`src/rtl/inst_encoder_loader.sv`:
```
// Packs field-level instruction commands into 16-bit words and writes them sequentially into IM.
// Latency 1 from command accept to im_w_en; one-entry output register; cmd_ready drops while a write is stalled.
module inst_encoder_loader #(
  parameter int ADDR_W    = 8,
  parameter int BASE_ADDR = 0
) (
  input  logic              clk,
  input  logic              rst_n,
  input  logic              start,
  input  logic              finish,
  input  logic              cmd_valid,
  output logic              cmd_ready,
  input  logic [2:0]        cmd_cls,
  input  logic [1:0]        cmd_sub,
  input  logic [2:0]        cmd_rd,
  input  logic [2:0]        cmd_rs0,
  input  logic [2:0]        cmd_rs1,
  input  logic [7:0]        cmd_imm,
  input  logic [1:0]        cmd_func,
  output logic              im_w_en,
  input  logic              im_w_ready,
  output logic [ADDR_W-1:0] im_w_addr,
  output logic [15:0]       im_w_data,
  output logic              busy,
  output logic              done,
  output logic [ADDR_W:0]   prog_len,
  output logic              err,
  output logic [7:0]        err_cnt
);

  typedef enum logic [1:0] {IDLE, LOAD, DONE} state_t;

  localparam logic [ADDR_W-1:0] BASE  = ADDR_W'(BASE_ADDR);
  localparam logic [ADDR_W-1:0] LAST  = '1;
  localparam logic [ADDR_W-1:0] ONE_A = 1;
  localparam logic [ADDR_W:0]   ONE_L = 1;

  state_t      state, state_nxt;
  logic [15:0] enc;
  logic        legal;
  logic        fin_lat;
  logic        full_q;
  logic        full;
  logic        wr_hs;
  logic        acc;
  logic        start_sess;

  // A pending write to the last address already counts as full so no further command is taken.
  assign full       = full_q || (im_w_en && (im_w_addr == LAST));
  assign wr_hs      = im_w_en && im_w_ready;
  assign cmd_ready  = (state == LOAD) && !fin_lat && !full && (!im_w_en || im_w_ready);
  assign acc        = cmd_valid && cmd_ready;
  assign start_sess = start && (state != LOAD);
  assign busy       = (state == LOAD);
  assign done       = (state == DONE);

  always_comb begin
    enc   = {cmd_cls, cmd_sub, 11'd0};
    legal = 1'b1;
    case (cmd_cls)
      3'b000: begin
        enc[10:0] = {cmd_rd, cmd_rs0, (cmd_sub == 2'b11) ? cmd_imm[2:0] : cmd_rs1, cmd_func};
        if ((cmd_sub == 2'b11) && (cmd_imm[7:3] != 5'd0)) legal = 1'b0;
      end
      3'b001: begin
        enc[10:0] = {cmd_rd, cmd_rs0, cmd_imm[4:0]};
        legal     = (cmd_imm[7:5] == 3'd0);
      end
      3'b010: begin
        enc[10:0] = {cmd_imm[4:2], cmd_rs0, cmd_rs1, cmd_imm[1:0]};
        legal     = (cmd_imm[7:5] == 3'd0);
      end
      3'b011: enc[10:0] = {cmd_rd, cmd_imm};
      3'b100: begin
        if (cmd_sub == 2'b00)      enc[10:0] = {cmd_rd, cmd_imm};
        else if (cmd_sub == 2'b01) enc[10:0] = {cmd_imm[7:2], cmd_rs1, cmd_imm[1:0]};
        else                       legal = 1'b0;
      end
      default: legal = 1'b0;
    endcase
  end

  always_comb begin
    state_nxt = state;
    case (state)
      IDLE: if (start) state_nxt = LOAD;
      LOAD: if ((fin_lat && !im_w_en) || (wr_hs && (im_w_addr == LAST))) state_nxt = DONE;
      DONE: if (start) state_nxt = LOAD;
      default: state_nxt = IDLE;
    endcase
  end

  always_ff @(posedge clk or negedge rst_n) begin
    if (!rst_n) begin
      state     <= IDLE;
      im_w_en   <= 1'b0;
      im_w_addr <= BASE;
      im_w_data <= 16'd0;
      prog_len  <= '0;
      err       <= 1'b0;
      err_cnt   <= 8'd0;
      fin_lat   <= 1'b0;
      full_q    <= 1'b0;
    end else begin
      state <= state_nxt;
      if (start_sess) begin
        im_w_en   <= 1'b0;
        im_w_addr <= BASE;
        prog_len  <= '0;
        err       <= 1'b0;
        err_cnt   <= 8'd0;
        fin_lat   <= 1'b0;
        full_q    <= 1'b0;
      end else if (state == LOAD) begin
        if (finish) fin_lat <= 1'b1;
        if (wr_hs) begin
          prog_len <= prog_len + ONE_L;
          if (im_w_addr == LAST) full_q    <= 1'b1;
          else                   im_w_addr <= im_w_addr + ONE_A;
        end
        if (acc && legal) begin
          im_w_en   <= 1'b1;
          im_w_data <= enc;
        end else if (wr_hs) begin
          im_w_en <= 1'b0;
        end
        if (acc && !legal) begin
          err <= 1'b1;
          if (err_cnt != 8'hFF) err_cnt <= err_cnt + 8'd1;
        end
      end
    end
  end

endmodule

```
`config.mk`:
```
export PLATFORM = sky130hd
export DESIGN_NAME = inst_encoder_loader
export DESIGN_NICKNAME = d
export VERILOG_FILES = /design/src/rtl/inst_encoder_loader.sv
export SDC_FILE = /design/constraint.sdc
export NUM_CORES = 1
export LEC_CHECK = 0
export CAP_MARGIN = 20
export CORE_ASPECT_RATIO = 2
export CORE_MARGIN = 5
export CORE_UTILIZATION = 40
export DETAILED_ROUTE_END_ITERATION = 8
export GPL_TIMING_DRIVEN = 0
export MAX_ROUTING_LAYER = met4
export PLACE_DENSITY_LB_ADDON = 0.15
export SLEW_MARGIN = 20
export SYNTH_ARGS = -nofsm -noshare
export SYNTH_HDL_FRONTEND = slang
export SYNTH_SLANG_ARGS = --single-unit
```
`constraint.sdc`:
```
create_clock -name clk -period 1.7 [get_ports clk]
set_input_delay 0.34 -clock clk [delete_from_list [all_inputs] [get_ports clk]]
set_output_delay 0.34 -clock clk [all_outputs]
set_load 0.1 [all_outputs]
```
=== Yosys cells after proc, flatten, opt, wreduce, memory -nomap -nowiden ===
Cells that the tools add are included.

* Register bits: 47
* Input port bits: 30
* Output and inout port bits: 46
* Word-level logic and storage cells: 105

* Add/sub/neg operators: 3
* Equality and inequality tests: 14
* Muxes and demuxes: 36
* Bitwise operators: 1
* Reductions and logical operators: 42

{| class="wikitable"
|+ Operators with widths
! cell !! count
|-
| 8-bit 2-to-1 mux || 8
|-
| 11-bit case mux with 5 select lines || 1
|-
| 9-bit 2-to-1 mux || 3
|-
| 11-bit 2-to-1 mux || 2
|-
| 1-bit 2-to-1 mux || 17
|-
| 8-bit by 1-bit adder with 8-bit output, second input constant || 2
|-
| 1-bit logical AND || 12
|-
| 3-bit AND reduction || 4
|-
| 2-bit nonzero test || 6
|-
| 2-bit AND reduction || 5
|-
| 9-bit by 1-bit adder with 9-bit output, second input constant || 1
|-
| 8-bit equality test, second input constant || 1
|-
| 8-bit != test, second input constant || 1
|-
| 3-bit by 2-bit equality test with 1-bit output, second input constant || 2
|-
| 3-bit logical NOT || 2
|-
| 2-bit by 1-bit != test with 1-bit output, second input constant || 3
|-
| 5-bit nonzero test || 1
|-
| 2-bit by 1-bit equality test with 1-bit output, second input constant || 2
|-
| 2-bit equality test, second input constant || 2
|-
| 1-bit logical NOT || 4
|-
| 2-bit logical NOT || 2
|-
| 2-bit 2-to-1 mux || 2
|-
| 1-bit case mux with 4 select lines || 1
|-
| 2-bit case mux with 2 select lines || 1
|-
| other kinds (8) || 11
|}

=== Logic depth before layout (Yosys ltp) ===
Gate-level depths: netlist of run 1.

* Word-level depth: 11
* Gate-level depth with buffers: 8
* Depth with buffers taken out: 6

=== Least setup slack after synthesis of run 1 ===
No wires, ideal clock.

* Path type: register to register
* From: register state[1]
* To: register im_w_data[0]
* Library setup time: 0.126 ns
* Arrival time: 3.393 ns
* Data required time: 1.574 ns
* Path slack: -1.819 ns
* Cell stages (with the launch flop): 7
* Path buffers: 0
* Period minus slack after synthesis: 3.519 ns
* Path through: dfrtp_1 > nand2b_1 > inv_1 > nand3_1 > nor2_1 > nand3_4 > mux2_2

* Cells in the longest elaborated chain, start to end: 7
* Elaborated cells between the ends (all ways): 10
* Those cells by class: 2 x eq/ne; 1 x bitwise; 7 x reduce/logical

{| class="wikitable"
|+ Ends and longest elaborated chain
! element !! RTL line !! RTL
|-
| from (decl) || 38 || <nowiki>state_t state, state_nxt;</nowiki>
|-
| from (signal assigned) || 105 || <nowiki>state <= state_nxt;</nowiki>
|-
| 2-bit by 1-bit equality test with 1-bit output || - ||
|-
| via busy || 24 || <nowiki>output logic busy,</nowiki>
|-
| 1-bit logical AND (3 in series) || 51 || <nowiki>assign cmd_ready = (state == LOAD) && !fin_lat && !full && (!im_w_en || im_w_ready);</nowiki>
|-
| via cmd_ready || 12 || <nowiki>output logic cmd_ready,</nowiki>
|-
| 1-bit logical AND || 52 || <nowiki>assign acc = cmd_valid && cmd_ready;</nowiki>
|-
| 1-bit logical AND || 121 || <nowiki>if (acc && legal) begin</nowiki>
|-
| 3-bit AND reduction (no source line) || - ||
|-
| to (signal assigned) || 123 || <nowiki>im_w_data <= enc;</nowiki>
|-
| to (decl) || 23 || <nowiki>output logic [15:0] im_w_data,</nowiki>
|}

The timed path passes the listed nets, and every way through them passes these cells.
A chain may end at the register's enable or synchronous reset.

=== Final worst setup path of run 1 ===
* From: register im_w_addr[0]
* To: output port im_w_addr[0]

{| class="wikitable"
|+ RTL lines
! element !! RTL line !! RTL
|-
| from (decl) || 22 || <nowiki>output logic [ADDR_W-1:0] im_w_addr,</nowiki>
|-
| from (signal assigned) || 119 || <nowiki>else im_w_addr <= im_w_addr + ONE_A;</nowiki>
|}

No word-level cell between the ends.

==> results.yml, run 1 <==
layout:
  drive_gt1_share_pct: 43.01
  fin_nets: 397
  layout.cells.most_common: "clkdlybuf4s15_2"
  area_delta_synth_final_pct: 63.05
  mostFrequentLayoutCells: "clkdlybuf4s15_2 (41), dfrtp_1 (28), nand2_1 (25)"
  antennaDiodeCount: 0
die:
  start_util_pct: 40.48
  pin_count: 76
  die_w_um: 66.04
  row_count: 41
  die_y_um: 122.1
  core_area_um2: 6207
  dieArea_um2: 8062
sta:
  relSlewSlack_pct: 35.57
  finalCritPeriodShare_pct: 113.3
  fmax_mhz: 519.3
  setup_ws_ns: -0.2258
  hold_ws_ns: 0.0006323
  setup_viol: 17
  finalMaxSlewViolations: 0
  worst_slew_pin_slew_ns: 0.9702
  tns_ns: -1.685
  finClkSkew_ns: 0.009862
  finalHoldViolations: 0
  min_period_ns: 1.926
  grt_setup_unrepaired: "true"
cts:
  cts-root-buf: "clkbuf_16"
  htree_levels: 2
  tritoncts: "yes"
  clk_path_buf_depth: 2
  clk_pin_slew_worst_paths_ns: 0.07
  clk_latency_ns: 0.29
  numCtsBuffers: 5
  cts_sinks: 47
pwr:
  cellPowerDensity_nw_per_um2: 1764
  power.internal_mw: 3.455
  finalPower_mw: 7.226
  clockPowerShare_pct: 15.8
  p_sw_share_pct: 52.19
  vdd_drop_max_uv: 1978
  p_comb_share_pct: 61.0
  p_sw_mw: 3.771
  p_leak_nw: 1.684
  seqPwrFrac_pct: 23.2
logic_synthesis:
  synth_enable_flop_cells: 0
  ys_types: 47
  syn_area_per_cell_um2: 9.663
  synth_area_um2: 2512
  synth.ff_latch_count: 47
  ys.warnings.count: 0
  syn_inst: 260
  ys.flop_type: "dfrtp_1"
  synthArstFlopShare_pct: 100.0
  synthesis.nets: 293
  ys_seq_area_share_pct: 46.81
critical_path:
  ff2ff_path_depth: 6
  r2r_start: "im_w_addr[1]"
  critical_path.slowest_cell: "dlygate4sd2_1"
  arrival_ns: 1.59
  worstSetupPathType: "flip-flop to primary output"
  path_max_fanout: 3
  cp.required_ns: 1.36
  path_buf_inv: 1
  crit_chain: "dlygate4sd2_1"
  slowest_delay_ns: 0.87
  cp-end-kind: "primary output"
  reg2reg_slack_ns: -0.20
  critPathTopFamily: "buffers and inverters"
  rr_endpoint: "err_cnt[3]"
  crit_path_start_kind: "flip-flop"
grt:
  grt_pass1_wl_mm: 11.56
  grt_max_degree: 29
  antenna_found_initial: 0
  overflow: 0
  grt_pass1_vias: 2438
  grt_usage_pct: 19.02
route:
  firstDrtPassIters: 4
  drc: 0
  dr.first_iter.drc_count: 157
  vias: 2389
  post_drt_wl_per_cell_um: 15.76
  postRouteAntennaNets: 0
  wirelength_mm: 7.107
  viasPerCell: 5.297
outcome:
  violations: "setup timing"
  status: "finished, violations left"
placement:
  gp_congestion: 0.8619
  post-place-ws_ns: -1.057
  dp_hpwl_mm: 5.135
  io_buffer_count: 72
worst_hold_path:
  hold_class: "input pin to asynchronous set/reset pin"
run:
  drv_cap: 0
[metal layers]
metal  track usage (%)  wire length [um]
met1             23.24              2947
met2             31.55              3782
met3             3.229               244
met4             6.361               133
met5                 -                 0
[power by group through the flow]
| stage | Combinational (mW) | Clock, mW | Sequential, mW |
|---|---|---|---|
| after detailed placement | 3.86 | 0 | 1.69 |
| after global placement | 3.83 | 0 | 1.68 |
| after global routing | 4.61 | 1.20 | 1.73 |
| after floorplan | 1.09 | 0 | 3.51 |
| after CTS | 4.19 | 1.16 | 1.67 |
| final | 4.41 | 1.14 | 1.68 |
[flip-flops by register name, summed over array words and instances (netlist names)]
signal,count
err_cnt,8
prog_len,9
im_w_en,1
im_w_data,16
err,1
full_q,1
im_w_addr,8
state,2
fin_lat,1
[cells in the mapped netlist, types with 2 or more instances]
library cell | instances | area (um2)
dfrtp_1 | 47 | 1176
o211ai_1 | 2 | 15.01
o21ai_1 | 9 | 45.04
nand4_1 | 7 | 43.79
a211oi_1 | 2 | 15.01
nor2b_1 | 2 | 12.51
mux2i_1 | 10 | 100.1
nor3_1 | 5 | 25.02
xor2_1 | 2 | 17.52
nor2_1 | 22 | 82.58
clkbuf_1 | 10 | 37.54
xnor2_1 | 10 | 87.58
a22o_1 | 2 | 17.52
or2_2 | 3 | 18.77
nand2b_1 | 6 | 37.54
inv_1 | 8 | 30.03
a21oi_1 | 7 | 35.03
nand2_1 | 28 | 105.1
o21ai_0 | 18 | 90.09
a21boi_0 | 2 | 15.01
o2bb2ai_1 | 2 | 17.52
a222oi_1 | 8 | 80.08
ha_1 | 3 | 37.54
and2_1 | 3 | 18.77
mux2_2 | 7 | 78.83
nor4_1 | 5 | 31.28
and4b_1 | 2 | 20.02
nor4b_1 | 2 | 17.52
nand3_1 | 8 | 40.04
[layout make-up]
| type | instances | area [um2] |
|---|---|---|
| sequential | 47 | 1207 |
| tap | 86 | 107.6 |
| clock inverter | 2 | 35.03 |
| multi-input combinational | 194 | 1501 |
| fill | 513 | 2111 |
| clock buffer | 6 | 138.9 |
| timing repair buffer | 97 | 993.5 |
| inverter | 8 | 33.78 |
| buffer | 11 | 78.83 |
[how the worst max path moves through the flow]
stage | from | end | cells past startpoint
3_5_place_dp | im_w_ready | cmd_ready | 5
2_1_floorplan | im_w_addr[1] | im_w_data[0] | 6
5_1_grt | im_w_addr[0] | cmd_ready | 5
4_1_cts | im_w_addr[0] | cmd_ready | 5
6_report | im_w_addr[0] | im_w_addr[0] | 1
3_3_place_gp | rst_n | im_w_addr[0] | 1
[what timing repair did]
action                     CTS  global route
cloned                       2             0
resized for setup          218            33
setup buffers               17             8
hold endpoints to repair     0             0
hold buffers                 0             0
pin swaps                   15            11
setup endpoints to repair   89            43
[per-stage QoR]
step | instances | cell area (um2) | util [%]
after detailed placement | 419 | 3453 | 55.63
after floorplan | 260 | 2610 | -
after CTS | 446 | 4011 | 64.62
after global routing | 451 | 4096 | 65.99
final | 451 | 4096 | 65.99
after global placement | 418 | 3438 | 55.39
[logic make-up after synthesis]
| group | Yosys count | synth area share (%) |
|---|---|---|
| compound gates | 62 | 16.58 |
| xor+xnor | 12 | 4.183 |
| fa+ha+maj | 3 | 1.494 |
| buf+inv | 20 | 3.437 |
| flops | 47 | 46.81 |
| mux | 17 | 7.122 |
| simple gates | 99 | 20.37 |
No activity file was read; power rests on OpenSTA's default activity.
==> inputs of run 2 (changes only) <==
--- a/config.mk
+++ b/config.mk
@@ -7,12 +7,13 @@
 export LEC_CHECK = 0
 export CAP_MARGIN = 20
 export CORE_ASPECT_RATIO = 2
-export CORE_MARGIN = 5
+export CORE_MARGIN = 10
 export CORE_UTILIZATION = 40
 export DETAILED_ROUTE_END_ITERATION = 8
 export GPL_TIMING_DRIVEN = 0
 export MAX_ROUTING_LAYER = met4
 export PLACE_DENSITY_LB_ADDON = 0.15
+export SETUP_SLACK_MARGIN = 0.05
 export SLEW_MARGIN = 20
 export SYNTH_ARGS = -nofsm -noshare
 export SYNTH_HDL_FRONTEND = slang
==> run 2 against run 1 <==
Against the previous run:
- flip-flop and latch count unchanged
- register-to-register slack about the same
- final cell count up 1.6%
- non-clock buffer count up 9
- maximum frequency down 0.79%
- sequential power about the same
- design area up 3.6%
- the flow still finishes with violations (setup timing)
- critical endpoint is now cmd_ready
==> results.yml, run 2 (synthesis gave the netlist of run 1 again) <==
grt:
  grt_pass1_vias: 2595
  grt_max_degree: 27
  antenna_found_initial: 0
  grt_pass1_wl_mm: 13.05
  grt_usage_pct: 16.13
  overflow: 0
pwr:
  power.internal_mw: 3.430
  vdd_drop_max_uv: 1302
  p_leak_nw: 1.731
  p_sw_mw: 3.929
  p_comb_share_pct: 63.3
  seqPwrFrac_pct: 22.8
  clockPowerShare_pct: 13.9
  p_sw_share_pct: 53.40
  cellPowerDensity_nw_per_um2: 1734
placement:
  dp_hpwl_mm: 5.736
  io_buffer_count: 72
  gp_congestion: 0.8860
  placement.cell_area_um2: 3451
cts:
  numCtsBuffers: 5
  clk_path_buf_depth: 2
  clk_latency_ns: 0.29
  cts-root-buf: "clkbuf_16"
  tritoncts: "yes"
  htree_levels: 2
  cts_sinks: 47
  clk_pin_slew_worst_paths_ns: 0.07
route:
  post_drt_wl_per_cell_um: 17.94
  wirelength_mm: 8.215
  firstDrtPassIters: 5
  postRouteAntennaNets: 0
  m1WireLength_mm: 3.051
  viasPerCell: 5.380
  wl_met3_um: 282
  wl_met2_mm: 4.768
  dr.first_iter.drc_count: 112
  highest_layer: "met4"
  drc: 0
  vias: 2464
die:
  die_w_um: 76.04
  row_count: 40
  pin_count: 76
  core_area_um2: 6056
  die_y_um: 132.1
  dieArea_um2: 10040
  start_util_pct: 41.49
layout:
  fin_nets: 406
  finalInstanceArea_um2: 4244
  largest_reg_flops: 16
  drive_gt1_share_pct: 45.45
  antennaDiodeCount: 0
  top_register: "im_w_data"
  mostFrequentLayoutCells: "clkdlybuf4s15_2 (34), dfrtp_1 (28), nand2_1 (25)"
  top_regs: "im_w_data x16, prog_len x9"
  area_delta_synth_final_pct: 68.92
  layout.cells.most_common: "clkdlybuf4s15_2"
sta:
  finalMaxSlewViolations: 0
  finalHoldViolations: 0
  worst_slew_pin_slew_ns: 0.9560
  grt_setup_unrepaired: "true"
  min_period_ns: 1.941
  hold_ws_ns: 0.01681
  setup_viol: 28
  finalCritPeriodShare_pct: 114.2
  fmax_mhz: 515.1
  relSlewSlack_pct: 36.52
  setup_ws_ns: -0.2412
  finClkSkew_ns: 0.009727
critical_path:
  arrival_ns: 1.60
  path_max_fanout: 3
  crit_path_start_kind: "flip-flop"
  worstSetupPathType: "flip-flop to primary output"
  cp-end-kind: "primary output"
  cp.required_ns: 1.36
run:
  drv_cap: 0
outcome:
  violations: "setup timing"
  status: "finished, violations left"
worst_hold_path:
  hold_class: "input pin to asynchronous set/reset pin"
[run 2: cell count changes in the layout (fill, tap and decap cells not counted), moves of 2 or more]
cell	change
clkdlybuf4s15_2	-7
dlygate4sd2_1	-2
buf_12	+2
clkdlybuf4s18_2	+5
o21ai_2	-3
buf_4	+3
buf_2	+2
o21ai_1	+3
nor4_1	-2
buf_6	+4
nor4_4	+2
[run 2: worst max-delay path, cell delays in order, from the launching register on]
cell,delay (ns)
dfrtp_4,0.44
ha_4,0.14
nand4_1,0.17
nor3_4,0.32
nor2_4,0.07
buf_12,0.17
[run 2: final cells by class]
class,count,area (um2)
well taps,84,105.1
repair buffers,107,1087
fillers,446,1812
plain buffers,10,70.07
clock inverters,2,16.27
inverters,8,33.78
clock buffers,6,138.9
flip-flops and latches,47,1207
multi-input cells,194,1585
[run 2: through the flow]
| stage | TNS [ns] | util (%) | std cells | setup slack [ns] | total power, mW |
|---|---|---|---|---|---|
| floorplan | -12.91 | - | 260 | -0.5364 | 4.597 |
| global placement | -92.74 | 56.74 | 416 | -1.409 | 5.558 |
| detailed placement | -38.47 | 56.98 | 417 | -1.066 | 5.591 |
| CTS | -3.409 | 65.50 | 440 | -0.2436 | 6.961 |
| global route | -4.953 | 70.08 | 458 | -0.3029 | 7.676 |
| finish | -2.412 | 70.08 | 458 | -0.2412 | 7.359 |
[run 2: power groups by stage]
stage / Sequential [mW] / Clock, mW / Combinational, mW
6_report: 1.68 / 1.03 / 4.66
5_1_grt: 1.72 / 1.09 / 4.87
4_1_cts: 1.67 / 1.03 / 4.26
3_5_place_dp: 1.69 / 0 / 3.90
3_3_place_gp: 1.68 / 0 / 3.88
2_1_floorplan: 3.51 / 0 / 1.09
[run 2: timing repair]
item | 4_1_cts | 5_1_grt
hold buffers | 0 | 0
buffers inserted | 13 | 20
gates cloned | 3 | 0
hold endpoints to repair | 0 | 0
endpoints found under the setup margin | 92 | 57
resized for setup | 230 | 52
pin swaps | 13 | 23
[run 2: path summary, 6_finish.rpt]
check                        startpoint           end  slack (ns)  cells past startpoint
max                        im_w_addr[0]     cmd_ready       -0.24                      5
min                               rst_n   prog_len[2]        0.02                      1
max reg2reg                    state[1]    err_cnt[3]       -0.21                      6
min reg2reg                         err           err        0.49                      1
max in group asynchronous         rst_n  im_w_addr[0]        1.15                      2
min in group clk             cmd_imm[7]  im_w_data[7]        0.37                      3
[run 2: metal layers]
metal  vias to the layer above  GRT usage, %
met2                        72         29.73
met1                      1206         16.27
met5                         -             -
li1                       1176             -
met4                         0         5.508
met3                        10         3.142
==> inputs of run 3 (changes only) <==
--- a/config.mk
+++ b/config.mk
@@ -11,6 +11,7 @@
 export CORE_UTILIZATION = 40
 export DETAILED_ROUTE_END_ITERATION = 8
 export GPL_TIMING_DRIVEN = 0
+export HOLD_SLACK_MARGIN = 0.03
 export MAX_ROUTING_LAYER = met4
 export PLACE_DENSITY_LB_ADDON = 0.15
 export SETUP_SLACK_MARGIN = 0.05
==> constraint.sdc (replaced) <==
create_clock -name clk -period 1.8 [get_ports clk]
set_input_delay 0.36 -clock clk [delete_from_list [all_inputs] [get_ports clk]]
set_output_delay 0.36 -clock clk [all_outputs]
set_load 0.1 [all_outputs]
==> run 3 against run 2 <==
Against the previous run:
- the flow still finishes with violations (setup timing)
- largest power group unchanged
- largest cell class unchanged
- clock power is 8% lower
- highest routed layer unchanged
- sequential power is 5% lower
- worst setup slack better by 0.070 ns
- core utilization is 3.0 points lower
- power is 9.0% lower
- design area is 4.3% lower
==> results.yml, run 3 (synthesis gave the netlist of run 1 again) <==
route:
  dr.first_iter.drc_count: 102
  viasPerCell: 5.419
  wirelength_mm: 8.057
  postRouteAntennaNets: 0
  firstDrtPassIters: 6
  vias: 2406
  drc: 0
  post_drt_wl_per_cell_um: 18.15
critical_path:
  arrival_ns: 1.61
  r2r_start: "im_w_addr[0]"
  crit_path_start_kind: "flip-flop"
  path_max_fanout: 3
  rr_endpoint: "err_cnt[3]"
  reg2reg_slack_ns: -0.12
  worstSetupStartpoint: "im_w_addr[0]"
  worstSetupPathType: "flip-flop to primary output"
  cp-end-kind: "primary output"
  cp.required_ns: 1.44
  ff2ff_path_depth: 6
cts:
  numCtsBuffers: 5
  cts_sinks: 47
  clk_path_buf_depth: 2
  cts.hold.buffers_added: 0
  tritoncts: "yes"
  clk_latency_ns: 0.30
  cts-root-buf: "clkbuf_16"
  clk_pin_slew_worst_paths_ns: 0.07
  htree_levels: 2
die:
  core_area_um2: 6056
  die_y_um: 132.1
  pin_count: 76
  row_count: 40
  die_w_um: 76.04
  start_util_pct: 41.49
  dieArea_um2: 10040
placement:
  io_buffer_count: 72
  dp_hpwl_mm: 5.706
  gp_congestion: 0.8914
  post-place-ws_ns: -1.003
layout:
  drive_gt1_share_pct: 43.33
  mostFrequentLayoutCells: "clkdlybuf4s15_2 (41), nand2_1 (28), dfrtp_1 (28)"
  top_regs: "im_w_data x16, prog_len x9"
  layout.cells.most_common: "clkdlybuf4s15_2"
  fin_nets: 392
  top_register: "im_w_data"
  n_fill_cell: 480
  antennaDiodeCount: 0
  largest_reg_flops: 16
  area_delta_synth_final_pct: 61.70
outcome:
  violations: "setup timing"
  status: "finished, violations left"
sta:
  finalCritPeriodShare_pct: 109.5
  relSlewSlack_pct: 52.58
  worst_slew_pin_slew_ns: 0.7105
  finClkSkew_ns: 0.007977
  fmax_mhz: 507.3
  setup_viol: 19
  setup_ws_ns: -0.1710
  finalMaxSlewViolations: 0
  min_period_ns: 1.971
  finalHoldViolations: 0
  grt_setup_unrepaired: "true"
grt:
  grt_max_degree: 27
  antenna_found_initial: 0
  overflow: 0
  grt_pass1_wl_mm: 12.76
  grt_usage_pct: 15.88
  grt_pass1_vias: 2525
pwr:
  p_leak_nw: 1.638
  cellPowerDensity_nw_per_um2: 1649
  finalPower_mw: 6.698
  vdd_drop_max_uv: 1092
run:
  drv_cap: 0
worst_hold_path:
  hold_class: "input pin to asynchronous set/reset pin"
-- run 3: metrics by stage --
stage / util (%) / instances / cell area [um2] / TNS (ns) / hold slack, ns
final: 67.09 / 444 / 4063 / -1.348 / 0.08834
after global routing: 67.09 / 444 / 4063 / -3.549 / 0.1122
after CTS: 64.28 / 437 / 3892 / -1.094 / 0.1006
after detailed placement: 57.11 / 417 / 3458 / -31.97 / 0.4244
after global placement: 56.74 / 416 / 3436 / -82.33 / 0.4673
after floorplan: - / 260 / 2610 / -8.802 / 0.06441
-- run 3: final cells by class --
type                       instances  area (um2)  area share, %
multi-input combinational        194        1543          37.97
tap                               84       105.1          2.587
inverter                           8       33.78         0.8315
clock inverter                     3       25.02         0.6160
buffer                            11       81.33          2.002
sequential                        47        1207          29.72
clock buffer                       5       125.1          3.080
timing repair buffer              92       942.2          23.19
-- run 3: timing repair --
item	CTS	global route
resized for setup	207	40
setup buffers	11	7
cloned	2	0
pin swaps	9	18
endpoints found under the setup margin	88	44
-- run 3: how the worst max path moves through the flow --
stage | cells after the start | endpoint | slack, ns
after floorplan | 6 | im_w_data[0] | -0.44
after global placement | 1 | im_w_addr[0] | -1.34
after detailed placement | 5 | cmd_ready | -1.00
after CTS | 5 | cmd_ready | -0.17
after global routing | 5 | cmd_ready | -0.25
final | 5 | cmd_ready | -0.17
-- run 3: critical path: stages (launching register included) --
cell and delay (ns):
dfrtp_4 0.44, ha_4 0.14, nand4_1 0.18, nor3_4 0.32, nor2_4 0.07, buf_12 0.17
-- run 3: power by group --
group | internal, mW | leakage [nW] | switching, mW
registers | 1.36 | 0.597 | 0.229
logic | 1.15 | 0.971 | 3.01
clock network | 0.520 | 0.0700 | 0.431
total | 3.03 | 1.64 | 3.67
-- run 3: per-layer routing --
| metal | track usage (%) | vias to the layer above | part of all wire, % |
|---|---|---|---|
| li1 | - | 1156 | - |
| met1 | 16.03 | 1167 | 38 |
| met2 | 28.65 | 75 | 56 |
| met3 | 3.347 | 8 | 4.0 |
| met4 | 6.356 | 0 | 1.8 |
| met5 | - | - | 0 |
